`src/rtl/random_request_arbiter.sv`:
```
// Round-robin Avalon-MM master sharing one random-number PIO among NUM_REQ requesters.
// Grant arrives 2+READ_LATENCY cycles after arbitration. Requesters are level-held until gnt; no other backpressure.
module random_request_arbiter #(
  parameter int          NUM_REQ       = 4,
  parameter int          READ_LATENCY  = 1,
  parameter int          GAP_CYCLES    = 2,
  parameter logic [31:0] IRQ_MASK_INIT = 32'h0
) (
  input  logic               clk,
  input  logic               reset,
  input  logic [NUM_REQ-1:0] req,
  output logic [NUM_REQ-1:0] gnt,
  output logic [31:0]        rdata,
  output logic               rvalid,
  output logic               busy,
  output logic [1:0]         avm_address,
  output logic               avm_chipselect,
  output logic               avm_write_n,
  output logic [31:0]        avm_writedata,
  input  logic [31:0]        avm_readdata
);

  localparam int IW = $clog2(NUM_REQ);

  // Bit 3 of the encoding is chipselect and bit 2 is the write strobe, so the bus
  // is driven straight from state flops; reset gates them off asynchronously.
  typedef enum logic [3:0] {
    ST_IDLE    = 4'b0000,
    ST_WAIT    = 4'b0001,
    ST_DELIVER = 4'b0010,
    ST_GAP     = 4'b0011,
    ST_READ    = 4'b1000,
    ST_INIT    = 4'b1100
  } state_t;

  state_t        state;
  state_t        state_nxt;
  logic [IW-1:0] rr_ptr;
  logic [IW-1:0] sel;
  logic [IW-1:0] pick;
  logic [IW-1:0] idx_v;
  logic          found;
  logic [2:0]    lat_cnt;
  logic [3:0]    gap_cnt;
  int            idx;

  always_ff @(posedge clk or posedge reset) begin
    if (reset) begin
      state <= ST_INIT;
    end else begin
      state <= state_nxt;
    end
  end

  always_comb begin
    state_nxt = state;
    case (state)
      ST_INIT:    state_nxt = ST_IDLE;
      ST_IDLE:    if (found) state_nxt = ST_READ;
      ST_READ:    state_nxt = ST_WAIT;
      ST_WAIT:    if (lat_cnt == 3'd1) state_nxt = ST_DELIVER;
      ST_DELIVER: state_nxt = (GAP_CYCLES > 0) ? ST_GAP : ST_IDLE;
      ST_GAP:     if (gap_cnt <= 4'd1) state_nxt = ST_IDLE;
      default:    state_nxt = ST_INIT;
    endcase
  end

  // First requester at or above rr_ptr, wrapping past NUM_REQ-1.
  always_comb begin
    found = 1'b0;
    pick  = '0;
    idx   = 0;
    idx_v = '0;
    for (int i = 0; i < NUM_REQ; i++) begin
      idx = int'(rr_ptr) + i;
      if (idx >= NUM_REQ) idx = idx - NUM_REQ;
      idx_v = idx[IW-1:0];
      if (!found && req[idx_v]) begin
        found = 1'b1;
        pick  = idx_v;
      end
    end
  end

  always_ff @(posedge clk or posedge reset) begin
    if (reset) begin
      rr_ptr  <= '0;
      sel     <= '0;
      lat_cnt <= '0;
      gap_cnt <= '0;
      rdata   <= '0;
    end else begin
      case (state)
        ST_IDLE: if (found) sel <= pick;
        ST_READ: lat_cnt <= 3'(READ_LATENCY);
        ST_WAIT: begin
          lat_cnt <= lat_cnt - 3'd1;
          if (lat_cnt == 3'd1) rdata <= avm_readdata;
        end
        ST_DELIVER: begin
          rr_ptr  <= (int'(sel) == NUM_REQ - 1) ? '0 : sel + IW'(1);
          gap_cnt <= 4'(GAP_CYCLES);
        end
        ST_GAP:  gap_cnt <= gap_cnt - 4'd1;
        default: ;
      endcase
    end
  end

  assign avm_chipselect = state[3] & ~reset;
  assign avm_write_n    = ~(state[2] & ~reset);
  assign avm_address    = {state[2] & ~reset, 1'b0};
  assign avm_writedata  = (state[2] & ~reset) ? IRQ_MASK_INIT : 32'h0;
  assign rvalid         = (state == ST_DELIVER);
  assign busy           = (state != ST_IDLE);

  always_comb begin
    gnt = '0;
    if (rvalid) gnt[sel] = 1'b1;
  end

  a_gnt_onehot: assert property (@(posedge clk) disable iff (reset) $onehot0(gnt));
  a_cs_single:  assert property (@(posedge clk) disable iff (reset) avm_chipselect |=> !avm_chipselect);

endmodule
```
`config.mk`:
```
export PLATFORM = sky130hd
export DESIGN_NAME = random_request_arbiter
export DESIGN_NICKNAME = d
export VERILOG_FILES = /design/src/rtl/random_request_arbiter.sv
export SDC_FILE = /design/constraint.sdc
export NUM_CORES = 1
export LEC_CHECK = 0
export ABC_AREA = 1
export BUFFER_PORTS_ARGS = -buffer_cell sky130_fd_sc_hd__buf_2
export CORE_MARGIN = 2
export CORE_UTILIZATION = 44
export CTS_CLUSTER_DIAMETER = 50
export DETAILED_ROUTE_END_ITERATION = 12
export GPL_TIMING_DRIVEN = 1
export HOLD_SLACK_MARGIN = 0.08
export MAX_ROUTING_LAYER = met4
export PLACE_DENSITY = 0.83
export SLEW_MARGIN = 20
export SYNTH_ARGS = -nofsm -noshare
export SYNTH_HDL_FRONTEND = slang
export SYNTH_SLANG_ARGS = --single-unit
```
`constraint.sdc`:
```
create_clock -name clk -period 1.5 [get_ports clk]
set_input_delay 0.075 -clock clk [delete_from_list [all_inputs] [get_ports clk]]
set_output_delay 0.075 -clock clk [all_outputs]
set_load 0.05 [all_outputs]
```
==> flow_summary.toml <==
[layout]
area_delta_synth_final_pct = 45.5
instances_no_fill = 475
nets = 444
drive_above_1_share_pct = 49.4
final_cell_mix = "buf_2, dfrtp_1, nand2_1, conb_1, dlygate4sd3_1"
final_common_cell = "buf_2"

[critical_path]
startpoint = "state[3]"
startpoint_type = "flip-flop"
crit_type = "flip-flop to output pin"
critPathArrivalTime_ps = 1570
end_kind = "output pin"
worstReg2RegStart = "lat_cnt[1]"
crit_fanout = 2
worstPathRequired_ps = 1420

[place]
gp_congestion = 0.830
dp_hpwl_um = 4290
place_inst = 422
io_buffers = 78

[drt]
drt-pass1-iter-count = 5
drt-wirelength-per-cell_um = 17.8
ant_nets = 0
via_count = 2358
drt_iter0_markers = 110
totalWireLength_um = 8470
drc = 0
via_per_inst = 4.96

[synth]
ys_seq_elements = 47
synthesis.area_um2 = 2680
ys_seq_area_share_pct = 43.9
avgSynthCellArea_um2 = 10.2
synthDistinctLibCells = 22
netlist_instances = 264
ys_warn_count = 0

[sta]
final.setup.worst_slack_ps = -145
slew_headroom_pct = 60.9
skew_ps = 16.7
setup_viol = 44
fin_crit_ps = 1650
slew_violations = 0
max_freq_mhz = 608
fin_hold_ws_ps = 335
post-route-period-util_pct = 110
rsz0062_at_grt = "true"
worstMarginPinSlew_ps = 587
hold_viol_final = 0

[cts]
cts_inserted_buffers = 5
clk_latency_ps = 340
htreeDepth = 2
cts_tree = "built"
clk_pin_slew_ps = 100
cts_sinks = 47
clock_path_buffers = 2
cts_root_buf = "clkbuf_8"

[floorplan]
die_area_um2 = 6740
coreArea_um2 = 5920
initial_utilization_pct = 45.3
io_pins = 112
fp.dieH_um = 82.1
rows = 28
fp.dieW_um = 82.1

[min_path]
min-delay-start = "req[0]"
worst_hold_path_type = "input port to flip-flop"

[global_route]
gr-total-overflow = 0
grt_max_degree = 48
grt_pass1_wl_um = 9980
antenna_found_initial = 0
grt_util_all_layers_pct = 21.4
grt_pass1_vias = 2089

[power_and_ir_drop]
power_density_nw_per_um2 = 2350
p_leak_uw = 0.00208
ir_drop_uv = 1600

[run]
cap_violations = 0

[run_status]
status = "finished, violations left"
violations = "negative setup slack"
registers in the layout, indices dropped and copies added, names as in the netlist:
signal and count:
gap_cnt 4, lat_cnt 3, rdata 32, rr_ptr 2, sel 2, state 4
cell usage after synthesis:
cell type	n	share of area [%]
dfrtp_1	45	42
mux2_2	2	0.84
nand3_1	9	1.7
conb_1	1	0.14
nor2_4	2	0.84
nor2_1	17	2.4
nand2_1	40	5.6
nand2_4	1	0.42
a21oi_1	3	0.56
o21ai_2	2	0.65
buf_4	33	9.2
nand3_2	2	0.75
mux2_4	30	17
buf_6	4	1.7
xnor2_1	1	0.33
dfstp_2	2	2.0
nand4_1	2	0.47
inv_2	3	0.42
ha_1	8	3.7
o21ai_0	15	2.8
nand2_2	10	2.3
inv_1	32	4.5
per-stage QoR:
step | util [%] | cell area, um2 | setup slack [ps] | power, uW | TNS [ps]
4_1_cts | 60.8 | 3600 | -3.04 | 8170 | -3.04
5_1_grt | 65.9 | 3900 | -163 | 9580 | -5670
3_5_place_dp | 53.1 | 3140 | -19.3 | 7270 | -111
2_1_floorplan | - | 2850 | -102 | 6290 | -418
6_report | 65.9 | 3900 | -145 | 9180 | -3450
3_3_place_gp | 53.1 | 3140 | 34.3 | 7100 | 0
cells by family after synthesis:
group / synth area share, %
buf+inv: 15.8
xor+xnor: 0.326
other cells: 0.140
flops: 43.9
mux: 17.6
compound gates: 4.01
simple gates: 14.5
fa+ha+maj: 3.73
final cells by class:
type	instances	area (um2)
multi-input cells	177	1380
well taps	75	93.8
clock inverters	3	20.0
flip-flops and latches	47	1180
clock buffers	5	68.8
fillers	395	2020
repair buffers	132	1010
diodes	1	2.50
inverters	35	145
worst max-delay path: stages, from the launching register on:
cell,delay (ps)
dfstp_2,600
inv_1,120
nor2_1,250
buf_4,260
report_power, final:
| group | switching [uW] | total, uW | internal [uW] |
|---|---|---|---|
| clock network | 501 | 826 | 326 |
| registers | 524 | 2450 | 1920 |
| logic | 3900 | 5900 | 2000 |
| total | 4930 | 9180 | 4250 |
what timing repair did:
item,4_1_cts,5_1_grt
cloned,0,3
endpoints found under the hold margin,77,0
endpoints found under the setup margin,35,46
hold buffers,33,0
pin swaps,1,10
gates resized for setup,17,57
setup buffers,2,7
final timing paths:
path,endpoint,slack [ps],depth (start not counted)
worst max-delay path,avm_chipselect,-150,3
worst min-delay path,sel[0],340,8
worst max register to register,rdata[23],-120,7
worst min register to register,gap_cnt[1],520,2
max in group asynchronous,rr_ptr[1],520,4
min in group asynchronous,rdata[27],540,4
routing by layer:
metal  up-vias  share of wire (%)  track usage [%]
met5         -                  0                -
li1       1038                  -                -
met3        47                5.4             6.96
met4         0                6.3             11.5
met2       132                 54             38.8
met1      1141                 34             19.8
Power figures use the tool's default switching activity.
